<file path="src/rtl/demux_rr_dispatcher.sv">
// Round-robin feeder for a 1-to-4 demux: one-entry output register, lane skipping,
// and per-lane delivered-word counters.
module demux_rr_dispatcher #(
    parameter int N  = 4,
    parameter int CW = 8
) (
    input  logic          clk,
    input  logic          rst_n,
    input  logic          in_valid,
    input  logic [N-1:0]  in_data,
    output logic          in_ready,
    input  logic [3:0]    lane_en,
    input  logic [3:0]    lane_ready,
    output logic [1:0]    select,
    output logic [N-1:0]  out_data,
    output logic          out_valid,
    output logic [CW-1:0] cnt0,
    output logic [CW-1:0] cnt1,
    output logic [CW-1:0] cnt2,
    output logic [CW-1:0] cnt3
);

    logic [1:0]    r_ptr;
    logic [1:0]    r_select;
    logic          r_out_valid;
    logic [N-1:0]  r_out_data;
    logic [CW-1:0] r_cnt [4];

    logic          w_take;
    logic          w_free;
    logic          w_any_en;
    logic          w_acc;
    logic [1:0]    w_cand;

    assign w_take   = r_out_valid & lane_ready[r_select];
    assign w_free   = ~r_out_valid | w_take;
    assign w_any_en = |lane_en;
    assign in_ready = w_free & w_any_en;
    assign w_acc    = in_valid & in_ready;

    // Search from the farthest offset back to ptr so the nearest enabled lane wins.
    always_comb begin
        logic [1:0] idx;
        // NOTE: every variable gets a default before the loop so no path leaves it unassigned (no latch).
        w_cand = r_ptr;
        idx    = r_ptr;
        for (int i = 3; i >= 0; i--) begin
            idx = r_ptr + 2'(i);
            if (lane_en[idx]) begin
                w_cand = idx;
            end
        end
    end

    // NOTE: sequential state uses non-blocking assignments so all registers update from pre-edge values.
    always_ff @(posedge clk) begin
        if (!rst_n) begin
            r_ptr       <= 2'd0;
            r_select    <= 2'd0;
            r_out_valid <= 1'b0;
            r_out_data  <= '0;
        end else if (w_acc) begin
            r_out_valid <= 1'b1;
            r_select    <= w_cand;
            r_out_data  <= in_data;
            r_ptr       <= w_cand + 2'd1;
        end else if (w_take) begin
            r_out_valid <= 1'b0;
            r_out_data  <= '0;
        end
    end

    // NOTE: the counter array is architectural state visible on ports, so every entry is reset.
    always_ff @(posedge clk) begin
        if (!rst_n) begin
            for (int k = 0; k < 4; k++) begin
                r_cnt[k] <= '0;
            end
        end else if (w_take) begin
            r_cnt[r_select] <= r_cnt[r_select] + CW'(1);
        end
    end

    assign select    = r_select;
    assign out_data  = r_out_data;
    assign out_valid = r_out_valid;
    assign cnt0      = r_cnt[0];
    assign cnt1      = r_cnt[1];
    assign cnt2      = r_cnt[2];
    assign cnt3      = r_cnt[3];

endmodule
</file>
<file path="config.mk">
export PLATFORM = sky130hd
export DESIGN_NAME = demux_rr_dispatcher
export DESIGN_NICKNAME = d
export VERILOG_FILES = /design/src/rtl/demux_rr_dispatcher.sv
export SDC_FILE = /design/constraint.sdc
export NUM_CORES = 1
export LEC_CHECK = 0
export ABC_AREA = 1
export CAP_MARGIN = 15
export CORE_ASPECT_RATIO = 1.75
export CORE_MARGIN = 2
export CORE_UTILIZATION = 41
export CTS_CLUSTER_SIZE = 10
export DETAILED_ROUTE_END_ITERATION = 16
export HOLD_SLACK_MARGIN = 0.03
export MAX_ROUTING_LAYER = met4
export PLACE_DENSITY_LB_ADDON = 0.08
export SLEW_MARGIN = 30
export SYNTH_ARGS = -nofsm -noshare
export SYNTH_HDL_FRONTEND = slang
export SYNTH_SLANG_ARGS = --single-unit
</file>
<file path="constraint.sdc">
create_clock -name clk -period 3.24 [get_ports clk]
set_input_delay 0.648 -clock clk [delete_from_list [all_inputs] [get_ports clk]]
set_output_delay 0.648 -clock clk [all_outputs]
set_load 0.01 [all_outputs]
</file>
# ---- Word-level counts from Yosys, hierarchy flattened
# Memories as Yosys holds them, arrays and structs flattened. A register that Yosys moved wholly into a read port is not among the register bits.
# Index checks and enable logic that the tools add are counted.
dict set report classes {
  addsub 5
  multipliers 0
  div 0
  order_cmp 5
  n_eq_ne 0
  n_shift 0
  n_mux 27
  n_bitwise 5
  n_reduce_logical 3
}
# cell n
set op_table {}
lappend op_table {{$lt 2x3->1 const B} 5}
lappend op_table {{$mux 2} 7}
lappend op_table {{$mux 1} 12}
lappend op_table {{$bmux 1 s2} 5}
lappend op_table {{$add 8x1->8 const B} 1}
lappend op_table {{$mux 4} 2}
lappend op_table {{$mux 8} 1}
lappend op_table {{$reduce_or 8->1} 1}
lappend op_table {{$add 2x1->2 const B} 2}
lappend op_table {{$add 2x2->2 const B} 2}
lappend op_table {{$reduce_or 4->1} 1}
lappend op_table {{$and 1x1->1} 3}
lappend op_table {{$reduce_bool 2->1} 1}
lappend op_table {{$not 1->1} 1}
lappend op_table {{$or 1x1->1} 1}
dict set report word_totals {
  ff_bits 9
  latchBits 0
  ramBits 32
  rom_bits 0
  out_inout_bits 40
  word_cells 50
  memories 1
}
# memory depth width rd rd_ports_with_merged_regs wr line
set memory_table {}
lappend memory_table {r_cnt 4 8 5 1 4 27} ;# logic [CW-1:0] r_cnt [4];

# ---- Logic depth before layout (Yosys ltp)
# Gate-level depths: netlist of the first run.
dict set report logic_depth {
  depth_word 9
  ltp_mapped 14
}

# ---- Worst setup path before layout of the first run
# Ideal clock, no wire load.
dict set report synth_timing {
  kind {in2reg}
  startpoint {input port lane_ready[0]}
  endpoint {memory r_cnt[3][0] (enable)}
  arrival_ps 1675
  path_slack_ps 1179
  cell_stages 6
  path_buffers 0
  cell_sequence {nor2_1 -> nor2_1 -> o21ai_1 -> nand2_1 -> nand2_1 -> o31ai_1}
}
# element line
set synth_lines {}
lappend synth_lines {{start: declaration} 13} ;# input logic [3:0] lane_ready,
lappend synth_lines {{end: declaration} 27}

# ---- Final worst setup path of the first run
dict set report layout_timing {
  startpoint {input port lane_ready[2]}
  endpoint {output port in_ready}
}
dict set report layout_via {
  elab_chain_len 5
}
# element line
set layout_lines {}
lappend layout_lines {{$bmux 1 s2} 35} ;# assign w_take = r_out_valid & lane_ready[r_select];
lappend layout_lines {{$mux 1 (implied by the code)} 35}
lappend layout_lines {{$and 1x1->1} 35}
lappend layout_lines {{$or 1x1->1} 36} ;# assign w_free = ~r_out_valid | w_take;
lappend layout_lines {{$and 1x1->1} 38} ;# assign in_ready = w_free & w_any_en;
lappend layout_lines {{end: declaration} 11} ;# output logic in_ready,
# No other way between the ends. The select of a mux whose other input is x is not followed.

==> results of run 1 <==
## power by group
group          internal, mW  switching, mW
clock                 0.153          0.174
combinational         0.194          0.313
sequential            0.635         0.0388
## area by class of cell
class / count / area share (%)
inverter: 35 / 4.38
timing repair buffer: 59 / 19.2
clock buffer: 8 / 2.67
sequential: 43 / 39.3
multi-input combinational: 196 / 31.2
tap: 76 / 3.17
## metrics by stage
step | power (mW) | worst slack (ns)
CTS | 1.52 | 0.510
finish | 1.51 | 0.520
detailed placement | 1.20 | 0.520
global placement | 1.20 | 0.536
floorplan | 1.03 | 1.18
global route | 1.61 | 0.408
## synth_stat cells, types with 3 or more instances
cell type | instances | area [sq um]
sky130_fd_sc_hd__nand2_1 | 79 | 297
sky130_fd_sc_hd__nor2_1 | 45 | 169
sky130_fd_sc_hd__edfxtp_1 | 32 | 961
sky130_fd_sc_hd__inv_1 | 23 | 86.3
sky130_fd_sc_hd__nand3_1 | 15 | 75.1
sky130_fd_sc_hd__inv_2 | 12 | 45.0
sky130_fd_sc_hd__dfxtp_1 | 11 | 220
sky130_fd_sc_hd__a21oi_1 | 9 | 45.0
sky130_fd_sc_hd__nand2_2 | 8 | 50.1
sky130_fd_sc_hd__nor2_2 | 7 | 43.8
sky130_fd_sc_hd__o21ai_1 | 7 | 35.0
sky130_fd_sc_hd__o21ai_0 | 4 | 20.0
sky130_fd_sc_hd__nand4_1 | 3 | 18.8
## metal layers
layer	part of all wire, %	global-route usage (%)	vias to the layer above
li1	-	-	1018
met1	36	20.8	932
met2	58	36.9	57
met5	0	-	-
met4	2.5	8.36	0
met3	3.9	2.76	10
## worst min path at each step
stage / from / end / slack [ns] / cells after the start
after global routing: out_data[2]$_SDFFE_PN0P_ / out_data[2]$_SDFFE_PN0P_ / 0.48 / 2
after detailed placement: out_data[2]$_SDFFE_PN0P_ / out_data[2]$_SDFFE_PN0P_ / 0.46 / 2
after global placement: out_data[0]$_SDFFE_PN0P_ / out_data[0]$_SDFFE_PN0P_ / 0.45 / 2
final: out_data[2]$_SDFFE_PN0P_ / out_data[2]$_SDFFE_PN0P_ / 0.46 / 2
after CTS: out_data[2]$_SDFFE_PN0P_ / out_data[2]$_SDFFE_PN0P_ / 0.47 / 2
after floorplan: out_data[0]$_SDFFE_PN0P_ / out_data[0]$_SDFFE_PN0P_ / 0.48 / 2
## flip-flops by register name (all words and copies together), names as in the netlist, named ones only
name,cells
r_cnt,32
out_valid,1
select,2
r_ptr,2
out_data,4
## placed cells by master (no fill, tap or decap), types with 2 or more instances in the layout
cell type                          n
sky130_fd_sc_hd__nor2_2            7
sky130_fd_sc_hd__clkbuf_1          3
sky130_fd_sc_hd__edfxtp_1         32
sky130_fd_sc_hd__nor2_4            2
sky130_fd_sc_hd__a21oi_1           9
sky130_fd_sc_hd__dfxtp_1          11
sky130_fd_sc_hd__buf_4             5
sky130_fd_sc_hd__nand3_2           2
sky130_fd_sc_hd__nor3_1            2
sky130_fd_sc_hd__clkbuf_8          5
sky130_fd_sc_hd__inv_1            23
sky130_fd_sc_hd__nand3_1          15
sky130_fd_sc_hd__inv_2            12
sky130_fd_sc_hd__nand2_1          79
sky130_fd_sc_hd__o21ai_0           4
sky130_fd_sc_hd__clkdlybuf4s50_1  54
sky130_fd_sc_hd__o21bai_2          2
sky130_fd_sc_hd__o211ai_2          2
sky130_fd_sc_hd__nand4_1           3
sky130_fd_sc_hd__nand2_2           8
sky130_fd_sc_hd__nor2_1           45
sky130_fd_sc_hd__o21ai_1           7
## critical path: stages
cell                              delay [ns]
sky130_fd_sc_hd__clkdlybuf4s50_1        0.45
sky130_fd_sc_hd__nor2_1                 0.04
sky130_fd_sc_hd__nor2_1                 0.08
sky130_fd_sc_hd__o21ai_1                0.08
sky130_fd_sc_hd__nand3_1                0.11
sky130_fd_sc_hd__nand2_1                0.08
sky130_fd_sc_hd__inv_1                  0.06
sky130_fd_sc_hd__clkdlybuf4s50_1        0.52
## kinds of logic (layout without fill, tap and decap cells)
logic type	after synthesis	after routing	synth area share, %
AND/OR/NAND/NOR	165	165	31.8
flip-flops	43	43	51.4
buffers and inverters	41	102	7.74
AO/OA/AOI/OAI	28	28	7.68
XOR/XNOR	2	2	0.763
adder cells (fa/ha/maj)	1	1	0.545
==> Implementation_results.wiki, run 1 <==
{| class="wikitable"
! Metric !! Value
|-
| Count of input and output buffers || 54
|-
| Source-to-sink clock delay at the later pin of the worst-skew pair || 0.30 ns
|-
| Final-report max-slew violation count || 0
|-
| I/O pin count || 55
|-
| Total non-filler cell area in the finished layout || 3000 sq um
|-
| Endpoint required time on the critical path || approximately 2.6 ns
|-
| Unique cell type count in the Yosys netlist || 31
|-
| Max-Slew Margin vs Limit || between 60% and 70%
|-
| Site row count || 36
|-
| Hold Vio Cnt, Final || 0
|-
| TritonCTS Buffers || 5
|-
| Number of antenna violations at the first check in global routing || 0
|-
| Number of fill cells || around 540
|-
| Prevailing post-synth register cell || sky130_fd_sc_hd__edfxtp_1
|-
| Layout cell share with drive strength beyond 1 || 13.8%
|-
| Clock slew seen by the registers of the worst setup and hold paths || around 0.070 ns
|-
| Area of the die || ~6200 sq um
|-
| Initial cell density of the core || between 40% and 50%
|-
| Status || finished, final reports clean
|-
| Half-perimeter wire length after placement || between 4000 and 5000 um
|-
| Total vias in the final route || around 2000
|-
| Max cap viols || 0
|-
| X dimension of the die || between 60 and 70 um
|-
| Filler-free cell count of the finished design || roughly 420
|-
| Remaining antenna violation count || 0
|-
| Vias in the first global route || approximately 1900
|-
| Overall routed net length || roughly 5700 um
|-
| Setup repair after global routing missed its margin || no
|-
| Overall fraction of global-route tracks in use || a little over 20%
|-
| Root buffer selected by CTS || sky130_fd_sc_hd__clkbuf_8
|-
| Routed length per instance || between 10 and 15 um
|-
| Synthesized instance count || 280
|-
| Number of enable flip-flop cells after synthesis || 32
|-
| Final setup fails || 0
|-
| Cell area after placement || just under 3000 sq um
|-
| Transition at the pin with the smallest max-transition slack || 0.474 ns
|-
| Final-stage net count || between 300 and 400
|-
| DRC violation total after the first TritonRoute iteration || 59
|-
| R2R setup slack || between 1 and 1.5 ns
|-
| Tcrit/Tclk final || 83.9%
|-
| FF+latch count, synth || 43
|-
| Worst-case vdd ir drop || approximately 0.00024 V
|-
| Utilization after layout || about 55%
|-
| Hold buffer count at CTS || 0
|-
| Setup crit start || lane_ready[2]
|-
| H-tree levels || 2
|-
| Sum Neg Setup Slack || 0 ns
|-
| Post-cts resize count || 0
|-
| Path class of the lowest-slack min-delay path || register to register
|-
| Syn_area_per_cell || slightly above 8 sq um
|-
| Largest net degree at the start of global routing || 19
|-
| Total gr overflow || 0
|-
| CP Capture Point || in_ready
|-
| Nature of the critical path startpoint || primary input
|-
| Global-route wire length before repair || between 8000 and 9000 um
|-
| FF-to-FF End || r_cnt[0][6]$_SDFFCE_PN0P_
|-
| Async S/R FF share, synth || 0%
|-
| Yosys warnings || 0
|-
| Sequential-to-total area share from yosys stat || between 50 and 60%
|-
| Pre-Repair DR Iteration Count || 4
|-
| Worst-case reg-to-reg path depth || 11
|-
| Floorplan die height || between 100 and 150 um
|-
| Placed Instances || ~400
|-
| Deepest clock path buffer count || 2
|-
| DRC viols || 0
|-
| Combined flip-flop and latch cell area || approximately 1200 sq um
|-
| Area of the core || 5500 sq um
|-
| Net count of the mapped netlist || between 200 and 300
|-
| CTS tree || yes
|-
| Weighted congestion at the end of routability-driven global placement || 0.813
|-
| Fmax || around 370 MHz
|-
| Sinks on Clock Net || between 40 and 50
|-
| Data arrival time of the worst path || between 2 and 2.5 ns
|-
| Combined area of all synthesized cells || 2300 sq um
|-
| Worst hold margin || ~0.46 ns
|-
| Vias per inst || 4.84
|-
| Kind of critical path || primary input to output port
|-
| Power Density || ~500 nW/um^2
|-
| Setup crit end kind || output port
|-
| Synth-to-layout area growth || 30.8%
|-
| Post-layout min period || approximately 2.7 ns
|-
| Total setup buffers inserted after CTS || 0
|-
| Maximum fanout along the worst path || 2
|-
| Multi-input combinational cell area || between 900 and 1000 sq um
|-
| Leakage power || around 1.3 nW
|-
| Number of antenna repair diodes || 0
|-
| Largest clock skew in the final design || about 0.011 ns
|}
Power figures use the tool's default switching activity.
==> run 2, diff against run 1 <==
==> constraint.sdc (replaced) <==
create_clock -name clk -period 2.3 [get_ports clk]
set_input_delay 0.46 -clock clk [delete_from_list [all_inputs] [get_ports clk]]
set_output_delay 0.46 -clock clk [all_outputs]
set_load 0.01 [all_outputs]
==> run 2 against run 1 <==
Against the previous run:
- largest power group unchanged
- non-clock buffer count grew 13
- hold slack about the same
- sequential share of layout area decreased by 1.9 points
- combinational power up 50%
- critical path type unchanged
- clock-buffer cell count is 3 lower
- routed wire length shrank 2.9%
- core utilization rose by 2.7 points
- die area did not move
- final area rose by 5.0%
- register-to-register slack lost 0.79 ns
- clock power is 73% higher
==> Implementation_results.wiki, run 2 (synthesized netlist as in run 1, its figures left out) <==
{| class="wikitable"
! Metric !! Value
|-
| Count of input and output buffers || 54
|-
| Nature of the critical path startpoint || primary input
|-
| Pre-Repair DR Iteration Count || 4
|-
| Hold path endpoint || out_data[0]$_SDFFE_PN0P_
|-
| CTS tree || yes
|-
| Most common cell after layout, fill and taps aside || sky130_fd_sc_hd__nand2_1
|-
| Largest clock skew in the final design || between 0.005 and 0.006 ns
|-
| Path class of the lowest-slack min-delay path || register to register
|-
| Power Density || between 700 and 800 nW/um^2
|-
| Overall fraction of global-route tracks in use || 19.4%
|-
| Placed Instances || 422
|-
| Hold wc startpoint || out_data[0]$_SDFFE_PN0P_
|-
| Sinks on Clock Net || 43
|-
| Deepest clock path buffer count || 2
|-
| Layout cell share with drive strength beyond 1 || 17.5%
|-
| Clock network fraction of design power || 25.0%
|-
| Source-to-sink clock delay at the later pin of the worst-skew pair || about 0.29 ns
|-
| Remaining antenna violation count || 0
|-
| Number of fill cells || 552
|-
| Total vias in the final route || between 2000 and 2500
|-
| H-tree levels || 2
|-
| Global routing usage on met1 || 19.2%
|-
| Largest net degree at the start of global routing || 19
|-
| Tcrit/Tclk final || 90.7%
|-
| Vias in the first global route || ~1900
|-
| Worst-case vdd ir drop || about 0.00035 V
|-
| Root buffer selected by CTS || sky130_fd_sc_hd__clkbuf_8
|-
| Worst hold path depth || 2
|-
| R2R setup slack || 0.40 ns
|-
| Weighted congestion at the end of routability-driven global placement || between 0.7 and 0.8
|-
| Setup repair after global routing missed its margin || no
|-
| Site row count || 36
|-
| Transition at the pin with the smallest max-transition slack || between 0.4 and 0.5 ns
|-
| TritonCTS Buffers || 5
|-
| Utilization after layout || 57.4%
|-
| Data arrival time of the worst path || around 1.6 ns
|-
| Seq pwr share || between 40% and 50%
|-
| Highest-count cells in the layout ignoring fill and taps || sky130_fd_sc_hd__nand2_1, sky130_fd_sc_hd__clkdlybuf4s50_1, sky130_fd_sc_hd__nor2_1
|-
| Setup WS post-layout || about 0.21 ns
|-
| Initial cell density of the core || a little over two fifths
|-
| X dimension of the die || between 60 and 70 um
|-
| Max-Slew Margin vs Limit || 72.7%
|-
| Largest register FFs || 32
|-
| Clock slew seen by the registers of the worst setup and hold paths || roughly 0.08 ns
|-
| Maximum fanout along the worst path || 2
|-
| Endpoint required time on the critical path || ~1.8 ns
|-
| Area of the core || 5500 sq um
|-
| Register ranked first by flip-flop count || r_cnt
|-
| FF-to-FF End || r_cnt[3][6]$_DFFE_PP_
|-
| I/O pin count || 55
|-
| Total power draw || about 2.3 mW
|-
| Fmax || ~480 MHz
|-
| Busiest metal layer after global routing || met2
|-
| Final setup fails || 0
|-
| DRC violation total after the first TritonRoute iteration || 37
|-
| Number of antenna violations at the first check in global routing || 0
|-
| Met2 Use GR || between 30 and 40%
|-
| Net switching power figure || 0.750 mW
|-
| Global-route wire length before repair || 8660 um
|-
| Post-layout min period || ~2.1 ns
|-
| Kind of critical path || primary input to output port
|-
| Half-perimeter wire length after placement || 4270 um
|-
| Final-report max-slew violation count || 0
|-
| Hold buffer count at CTS || 0
|-
| Routed length per instance || about 13 um
|-
| Leakage power || between 1 and 1.5 nW
|-
| Hold Vio Cnt, Final || 0
|-
| Worst-case reg-to-reg path depth || 11
|-
| Post-place setup slack || -0.0403 ns
|-
| DRC viols || 0
|-
| Total gr overflow || 0
|-
| Switching portion of total power || roughly 33%
|-
| Number of antenna repair diodes || 0
|-
| Setup crit end kind || output port
|-
| Overall routed net length || around 5600 um
|-
| Final-stage net count || between 300 and 400
|-
| Max cap viols || 0
|-
| Vias per inst || around 4.7
|-
| Synth-to-layout area growth || 37.3%
|-
| Proportion of power drawn by combinational gates || between 30% and 40%
|-
| Status || finished, final reports clean
|-
| Met3 track demand over resource in global routing || about 2.3%
|-
| Cell Int Power || roughly 1.5 mW
|-
| Total non-filler cell area in the finished layout || approximately 3200 sq um
|-
| Floorplan die height || 103 um
|-
| Filler-free cell count of the finished design || 430
|-
| Cell area after placement || just over 3000 sq um
|-
| Area of the die || about 6200 sq um
|}
## run 2: cell count changes in the layout (fill, tap and decap cells not counted), sizes merged
cell           change
clkbuf             -3
dlygate4sd2        +1
buf               +13
bufinv             +1
clkdlybuf4s50      -1
clkinv             +2
## run 2: final cells by class
class | count | area [sq um] | area share (%)
Sequential cell | 43 | 1180 | 37.5
Multi-Input combinational cell | 196 | 937 | 29.7
Clock inverter | 3 | 38.8 | 1.23
Tap cell | 76 | 95.1 | 3.02
Inverter | 35 | 131 | 4.17
Clock buffer | 5 | 68.8 | 2.18
Timing Repair Buffer | 72 | 699 | 22.2
## run 2: worst max path at each step
stage / end / depth (start not counted) / startpoint / slack [ns]
4_1_cts: in_ready / 8 / lane_ready[2] / 0.21
2_1_floorplan: r_cnt[3][0]$_DFFE_PP_ / 6 / select[1]$_SDFFE_PN0P_ / 0.39
5_1_grt: in_ready / 6 / select[0]$_SDFFE_PN0P_ / 0.1
3_3_place_gp: in_ready / 8 / lane_ready[2] / -0.008
3_5_place_dp: in_ready / 8 / lane_ready[2] / -0.04
6_report: in_ready / 8 / lane_ready[2] / 0.21
## run 2: per-layer routing
metal,vias up,routed length (um)
li1,1044,-
met3,6,126
met2,47,3230
met4,0,48
met1,937,2160
met5,-,0
## run 2: critical path: stages
cell	delay, ns
sky130_fd_sc_hd__clkdlybuf4s50_1	0.40
sky130_fd_sc_hd__nor2_1	0.10
sky130_fd_sc_hd__nor2_1	0.05
sky130_fd_sc_hd__o21ai_1	0.10
sky130_fd_sc_hd__nand3_1	0.12
sky130_fd_sc_hd__nand2_1	0.09
sky130_fd_sc_hd__inv_1	0.04
sky130_fd_sc_hd__dlygate4sd2_1	0.27
## run 2: stage by stage
stage               hold slack [ns]  setup TNS (ns)
detailed placement            0.452         -0.0403
global placement              0.447        -0.00826
floorplan                     0.483               0
CTS                           0.465               0
finish                        0.464               0
global route                  0.487               0
## run 2: power groups by stage
stage / registers [mW] / logic (mW) / clock network, mW
after global placement: 0.962 / 0.755 / 0
after global routing: 0.951 / 0.849 / 0.613
after CTS: 0.945 / 0.770 / 0.580
after detailed placement: 0.963 / 0.767 / 0
after floorplan: 0.974 / 0.478 / 0
final: 0.944 / 0.760 / 0.567
## run 2: what timing repair did
action / in CTS / in global routing
gates resized for setup: 1 / 0
endpoints found under the setup margin: 1 / 0
buffers inserted: 0 / 0
